[config.mk]
export PLATFORM = sky130hd
export DESIGN_NAME = bus_timer
export DESIGN_NICKNAME = d
export VERILOG_FILES = /design/src/rtl/bus_timer_pkg.sv /design/src/rtl/timer_prescaler.sv /design/src/rtl/bus_timer.sv
export SDC_FILE = /design/constraint.sdc
export NUM_CORES = 1
export LEC_CHECK = 0
export CORE_ASPECT_RATIO = 0.7
export CORE_UTILIZATION = 29
export CTS_CLUSTER_DIAMETER = 60
export DETAILED_ROUTE_END_ITERATION = 16
export PLACE_DENSITY = 0.44
export SYNTH_ARGS = -nofsm -noshare
export SYNTH_HDL_FRONTEND = slang
export SYNTH_SLANG_ARGS = --single-unit
[constraint.sdc]
create_clock -name clk_i -period 3.2 [get_ports clk_i]
set_clock_uncertainty 0.2 [all_clocks]
set_input_delay 0.64 -clock clk_i [delete_from_list [all_inputs] [get_ports clk_i]]
set_output_delay 0.64 -clock clk_i [all_outputs]
set_load 0.005 [all_outputs]
[src/rtl/bus_timer_pkg.sv]
// ============================================================================
// Module      : bus_timer_pkg
// Description : Shared constants and helpers for the memory-mapped machine
//               timer: register offsets (word index = addr[4:2]), the mtimecmp
//               reset value and a byte-enable merge function.
// Revision    : 1.0 - initial release
// ============================================================================
`default_nettype none

package bus_timer_pkg;

   // Register word indices decoded from addr[4:2]
   localparam logic [2:0] MTIME_LO    = 3'd0;
   localparam logic [2:0] MTIME_HI    = 3'd1;
   localparam logic [2:0] MTIMECMP_LO = 3'd2;
   localparam logic [2:0] MTIMECMP_HI = 3'd3;
   localparam logic [2:0] PRESCALE    = 3'd4;

   localparam logic [63:0] MTIMECMP_RESET = 64'hFFFF_FFFF_FFFF_FFFF;

   // Per-byte merge of write data into an existing 32-bit register value
   function automatic logic [31:0] be_merge(input logic [31:0] old_val,
                                            input logic [31:0] wdata,
                                            input logic [3:0]  be);
      logic [31:0] merged;
      merged = old_val;
      for (int i = 0; i < 4; i++) begin
         if (be[i]) merged[8*i +: 8] = wdata[8*i +: 8];
      end
      return merged;
   endfunction

endpackage

`default_nettype wire

[src/rtl/timer_prescaler.sv]
// ============================================================================
// Module      : timer_prescaler
// Description : Tick generator for the machine timer. A 16-bit counter runs
//               0..prescale_i; tick_o is high in the cycle the counter equals
//               prescale_i, after which the counter restarts at 0. A prescale
//               of 0 therefore ticks every cycle. clear_i restarts the count.
// Ports       : clk_i      - system clock
//               rst_ni     - asynchronous active-low reset
//               prescale_i - terminal count
//               clear_i    - restart counter at 0 (prescale register written)
//               tick_o     - mtime increment strobe
// Revision    : 1.0 - initial release
// ============================================================================
`default_nettype none

module timer_prescaler (
   input  logic        clk_i,
   input  logic        rst_ni,
   input  logic [15:0] prescale_i,
   input  logic        clear_i,
   output logic        tick_o
);

   logic [15:0] r_count;

   assign tick_o = (r_count == prescale_i);

   always_ff @(posedge clk_i or negedge rst_ni) begin
      if (!rst_ni) begin
         r_count <= 16'd0;
      end else if (clear_i || tick_o) begin
         r_count <= 16'd0;
      end else begin
         r_count <= r_count + 16'd1;
      end
   end

endmodule

`default_nettype wire

[src/rtl/bus_timer.sv]
// ============================================================================
// Module      : bus_timer
// Description : 64-bit memory-mapped machine timer (mtime/mtimecmp) acting as
//               a responder on the shared device bus. Every request gets one
//               rvalid the following cycle; reads return pre-update values,
//               write responses carry zero data. timer_intr_o is a registered
//               unsigned compare mtime >= mtimecmp.
//               Optional feature macro: IBEX_DEMO_TIMER_PRESCALE_EN adds a
//               16-bit PRESCALE register at offset 4 and a tick prescaler.
// Ports       : clk_i, rst_ni (async active-low)
//               device_req_i/addr_i/we_i/be_i/wdata_i - request side
//               device_rvalid_o/rdata_o               - response side
//               timer_intr_o                          - level timer interrupt
// Revision    : 1.0 - initial release
// ============================================================================
`default_nettype none

module bus_timer
   import bus_timer_pkg::*;
#(
   parameter int DataWidth = 32,
   parameter int AddrWidth = 32
) (
   input  logic                 clk_i,
   input  logic                 rst_ni,
   input  logic                 device_req_i,
   input  logic [AddrWidth-1:0] device_addr_i,
   input  logic                 device_we_i,
   input  logic [3:0]           device_be_i,
   input  logic [DataWidth-1:0] device_wdata_i,
   output logic                 device_rvalid_o,
   output logic [DataWidth-1:0] device_rdata_o,
   output logic                 timer_intr_o
);

   logic [63:0] mtime;
   logic [63:0] mtimecmp;
   logic [63:0] mtime_d;
   logic [31:0] rdata_d;
   logic [2:0]  reg_idx;
   logic        wr;
   logic        wr_any_be;
   logic        tick;

   logic unused_addr;
   assign unused_addr = ^{device_addr_i[AddrWidth-1:5], device_addr_i[1:0]};

   assign reg_idx   = device_addr_i[4:2];
   assign wr        = device_req_i && device_we_i;
   assign wr_any_be = wr && (device_be_i != 4'b0000);

`ifdef IBEX_DEMO_TIMER_PRESCALE_EN
   logic [15:0] prescale;
   logic [31:0] prescale_merged;
   logic [15:0] unused_prescale_hi;
   logic        prescale_wr;

   assign prescale_wr        = wr && (reg_idx == PRESCALE);
   assign prescale_merged    = be_merge({16'h0000, prescale}, device_wdata_i, device_be_i);
   assign unused_prescale_hi = prescale_merged[31:16];

   always_ff @(posedge clk_i or negedge rst_ni) begin
      if (!rst_ni) begin
         prescale <= 16'd0;
      end else if (prescale_wr) begin
         prescale <= prescale_merged[15:0];
      end
   end

   timer_prescaler u_prescaler (
      .clk_i      (clk_i),
      .rst_ni     (rst_ni),
      .prescale_i (prescale),
      .clear_i    (prescale_wr),
      .tick_o     (tick)
   );
`else
   assign tick = 1'b1;
`endif

   // A write to one mtime half replaces that half and freezes the other at
   // its pre-tick value, so no carry crosses halves in a write cycle.
   always_comb begin
      mtime_d = tick ? (mtime + 64'd1) : mtime;
      if (wr_any_be && (reg_idx == MTIME_LO)) begin
         mtime_d = {mtime[63:32], be_merge(mtime[31:0], device_wdata_i, device_be_i)};
      end else if (wr_any_be && (reg_idx == MTIME_HI)) begin
         mtime_d = {be_merge(mtime[63:32], device_wdata_i, device_be_i), mtime[31:0]};
      end
   end

   always_comb begin
      rdata_d = 32'h0000_0000;
      if (device_req_i && !device_we_i) begin
         case (reg_idx)
            MTIME_LO:    rdata_d = mtime[31:0];
            MTIME_HI:    rdata_d = mtime[63:32];
            MTIMECMP_LO: rdata_d = mtimecmp[31:0];
            MTIMECMP_HI: rdata_d = mtimecmp[63:32];
`ifdef IBEX_DEMO_TIMER_PRESCALE_EN
            PRESCALE:    rdata_d = {16'h0000, prescale};
`endif
            default:     rdata_d = 32'h0000_0000;
         endcase
      end
   end

   always_ff @(posedge clk_i or negedge rst_ni) begin
      if (!rst_ni) begin
         mtime           <= 64'd0;
         mtimecmp        <= MTIMECMP_RESET;
         device_rvalid_o <= 1'b0;
         device_rdata_o  <= '0;
         timer_intr_o    <= 1'b0;
      end else begin
         mtime           <= mtime_d;
         device_rvalid_o <= device_req_i;
         device_rdata_o  <= rdata_d;
         // Compare uses current register values, so the interrupt lags by one cycle
         timer_intr_o    <= (mtime >= mtimecmp);
         if (wr_any_be && (reg_idx == MTIMECMP_LO)) begin
            mtimecmp[31:0] <= be_merge(mtimecmp[31:0], device_wdata_i, device_be_i);
         end
         if (wr_any_be && (reg_idx == MTIMECMP_HI)) begin
            mtimecmp[63:32] <= be_merge(mtimecmp[63:32], device_wdata_i, device_be_i);
         end
      end
   end

endmodule

`default_nettype wire

# After elaboration in Yosys (flattened, before gate mapping)
# Index checks and enable logic that the tools add are counted.
# Widths: inputs -> output; s select.
[classes] muxes=8 eq_ne=12 n_reduce_logical=26 order_cmp=1 n_bitwise=1 n_addsub=1
[ops] op="$pmux 32 s4" count=1
[ops] op="$add 64x1->64 const B" count=1
[ops] op="$ge 64x64->1" count=1
[ops] op="$mux 32" count=2
[ops] op="$mux 64" count=1
[ops] op="$mux 8" count=4
[ops] op="$reduce_and 2->1" count=16
[ops] op="$ne 2x2->1 const B" count=9
[ops] op="$logic_and 1x1->1" count=7
[ops] op="$eq 3x2->1 const B" count=2
[ops] op="$reduce_bool 4->1" count=1
[ops] op="$eq 3x1->1 const B" count=1
[ops] op="$logic_not 3->1" count=1
[ops] op="$logic_not 1->1" count=1
[ops] op="$not 1->1" count=1
[word_totals] reg_bits=162 out_inout_bits=34

# Logic depth before layout (Yosys ltp)
[logic_depth] depth_word=5 ltp_mapped=9

# Least setup slack after synthesis
# Ideal clock, no wire load.
[synth_path] path_kind="in2reg" startpoint="input port device_be_i[1]" endpoint="register mtime[54]" setup_time_ps=121 t_arrival_ps=2366 cell_stages=8 n_path_buf=2 required_time_ps=2879 setup_slack_ps=512 path_cell_list="clkbuf_1 -> or4_1 -> nand4_1 -> nor2_1 -> buf_2 -> nor3_1 -> a31oi_1 -> o22a_1"
[synth_between] elab_chain_cells=5 word_cells_on_any_way=8
[synth_lines] item="start, declared" line_no="bus_timer.sv:29" rtl="input logic [3:0] device_be_i,"
[synth_lines] item="$reduce_bool 4->1 (*)" line_no="bus_timer.sv:50" rtl="assign wr_any_be = wr && (device_be_i != 4'b0000);"
[synth_lines] item="$logic_and 1x1->1 (*)" line_no="bus_timer.sv:50"
[synth_lines] item="$logic_and 1x1->1 (on tied branches)" line_no="bus_timer.sv:87, bus_timer.sv:85"
[synth_lines] item="$ne 2x2->1 (no source line) / $not 1->1 (equally long branches)"
[synth_lines] item="$reduce_and 2->1 (no source line)"
[synth_lines] item="end signal, assigned" line_no="bus_timer.sv:116" rtl="mtime <= mtime_d;"
[synth_lines] item="end, declared" line_no="bus_timer.sv:36" rtl="logic [63:0] mtime;"
# Every way passes the cells marked *; elsewhere a longest branch is shown, timed or not. The select of a mux whose other input is x is not followed.
# A chain may end at the register's enable or synchronous reset.

# Worst setup path in the final report
[layout_path] startpoint="register mtime[16]" endpoint="register mtime[38]"
[layout_between] elab_chain_cells=2
[layout_lines] item="$add 64x1->64" line_no="bus_timer.sv:84" rtl="mtime_d = tick ? (mtime + 64'd1) : mtime;"
[layout_lines] item="$mux 64" line_no="bus_timer.sv:87" rtl="end else if (wr_any_be && (reg_idx == MTIME_HI)) begin"
# No other way between the ends. The select of a mux whose other input is x is not followed.

==> out/metrics.yaml <==
insertion_delay_ns: 0.46
hold_viol: 0
htree_levels: 4
clock-sinks: 162
clk_pin_slew_ns: 0.07
finalCriticalPeriod_ns: 2.987
grt_pass1_wl_mm: 60.17
crit_type: "flip-flop to flip-flop"
area_delta_synth_final_pct: 24.95
hold_slack_ns: 0.3162
max_freq_mhz: 334.8
synth-seq-cells: 162
yosys_warnings: 0
clk_root_buffer_cell: "clkbuf_16"
fill_cells: 3647
setup_viol: 0
num_io_pins: 106
finalCritPeriodShare_pct: 93.34
regArea_sq_um: 4134
start_util_pct: 29.66
cp_data_arrival_time_ns: 3.14
first_pass_iters: 5
syn_nets: 1331
power_density_nw_per_um2: 590.0
final_area_sq_um: 12950
synth_top_cell_area_share_pct: 23.66
synth_area_leaders: "dfrtp_1 24%, dfstp_2 16%, ha_1 7.8%"
grtUsageMet1_pct: 35.44
numCtsBuffers: 17
postSynthCellCount: 1194
fin_nets: 1463
grt_max_degree: 59
drv_cap: 0
die_w_um: 228.0
worstPathMaxFanout: 8
placementRows: 57
synth_top_cell_by_area: "dfrtp_1"
min_path_type: "flip-flop to flip-flop"
end_kind: "flip-flop"
dieHeight_um: 160.2
core_sq_um: 34950
routed_wl_mm: 39.09
met2_usage_pct: 28.87
antennaDiodeCount: 0
peakVddDrop_mv: 0.3183
grt_overflow: 0
cts_tree: "yes"
slew_headroom_pct: 55.93
async_flop_share_pct: 100.0
grt-busiest-layer: "met1"
multi_input_area_sq_um: 5707
drt_drc_violations_left: 0
antenna_found_initial: 0
first_global_vias: 9188
synth-main-ff-cell: "dfrtp_1"
portBuffers: 76
synth_seq_area_share_pct: 39.89
gp_congestion: 0.9176
maxSlewViolCount: 0
synth_edf_count: 0
routed_via_density: 5.336
place_area_sq_um: 12320
critPathRequiredTime_ns: 3.35
cts_resized: 0
drt_iter0_drc: 995
ys_types: 67
drive_gt1_share_pct: 18.45
wl_per_cell_um: 21.58
status: "finished clean"
hpwl_mm: 29.83
vias: 9664
post_cts_buffers: 0
cts_max_path_buffers: 2
syn_avg_cell_area_sq_um: 8.680
synth_area_sq_um: 10360
p_leak_nw: 5.448
grt_usage_pct: 21.91
use_met3_pct: 4.625
holdBufCountCts: 1
crit_path_start_kind: "flip-flop"
die_area_sq_um: 36510
ant_nets: 0
worst_slew_pin_slew_ns: 0.6587
grt_setup_unrepaired: "no"
[final timing paths]
path                                   start                 end  slack (ns)  cells after the start
max in group asynchronous             rst_ni        mtimecmp[27]        1.49                      3
worst max-delay path               mtime[16]           mtime[38]        0.21                      6
min in group asynchronous             rst_ni  device_rdata_o[10]        0.53                      2
worst max register to register     mtime[16]           mtime[38]        0.21                      6
worst min register to register  mtimecmp[51]        mtimecmp[51]        0.32                      2
worst min-delay path            mtimecmp[51]        mtimecmp[51]        0.32                      2
[state kept, by name (all words and copies together) (netlist names)]
signal,flops
mtimecmp,64
device_rvalid_o,1
timer_intr_o,1
device_rdata_o,32
mtime,64
[report_power, final]
group | internal, mW | leakage, nW | switching, mW
sequential | 2.57 | 1.85 | 0.494
combinational | 1.01 | 3.31 | 1.32
clock | 1.31 | 0.289 | 0.945
total | 4.88 | 5.45 | 2.76
[area by class of cell]
type	instances	area share [%]
clock inverter	13	1.440
multi-input combinational	893	44.07
clock buffer	19	3.343
tap	472	4.560
timing repair buffer	175	12.43
sequential	162	31.92
inverter	77	2.232
[cells in the mapped netlist (15+ instances only)]
| cell | number |
|---|---|
| dfrtp_1 | 98 |
| and2_1 | 15 |
| nor2_1 | 151 |
| mux2_2 | 32 |
| nand4_1 | 32 |
| a21oi_1 | 124 |
| nor3_1 | 27 |
| nand2_1 | 114 |
| ha_1 | 65 |
| inv_1 | 76 |
| o21ai_0 | 72 |
| mux2i_1 | 25 |
| nand3_1 | 39 |
| clkbuf_1 | 44 |
| dfstp_2 | 64 |
[routing by layer]
metal,routed length [um],up-vias
li1,-,4598
met2,15310,316
met1,20670,4725
met4,362,0
met5,0,-
met3,2742,25
[stage by stage]
stage	setup TNS, ns	setup WS, ns	total power, mW	cells	util [%]
global route	0	0.05807	8.134	1811	37.06
floorplan	0	0.5124	4.434	1194	-
CTS	0	0.2719	7.685	1811	37.06
global placement	-0.7447	-0.04421	5.361	1778	35.26
finish	0	0.2132	7.640	1811	37.06
detailed placement	-0.4313	-0.05667	5.394	1778	35.26
[cells by family after synthesis]
logic type | synth area share, %
multiplexers | 7.630
AO/OA/AOI/OAI | 18.10
flip-flops | 39.89
buffers and inverters | 5.179
XOR/XNOR | 0.08453
AND/OR/NAND/NOR | 21.27
adder cells (fa/ha/maj) | 7.847
[worst max-delay path: stages, from the launching register on]
cell	delay (ns)
dfrtp_1	0.51
and4_1	0.43
and4_1	0.39
nand4_1	0.33
nor3_1	0.61
a221oi_1	0.16
a311oi_1	0.26
[layout by cell type, fill, tap and decap left out, types with 15 or more instances in the layout]
cell type,n
mux2i_1,25
o21ai_0,72
ha_1,65
mux2_2,32
clkbuf_16,17
nor2_1,151
dfrtp_1,98
clkdlybuf4s50_1,73
dfstp_2,64
buf_4,89
nand2_1,114
inv_1,76
and2_1,15
nand3_1,39
nand4_1,32
a21oi_1,124
nor3_1,27
(Power assumes the default switching activity.)
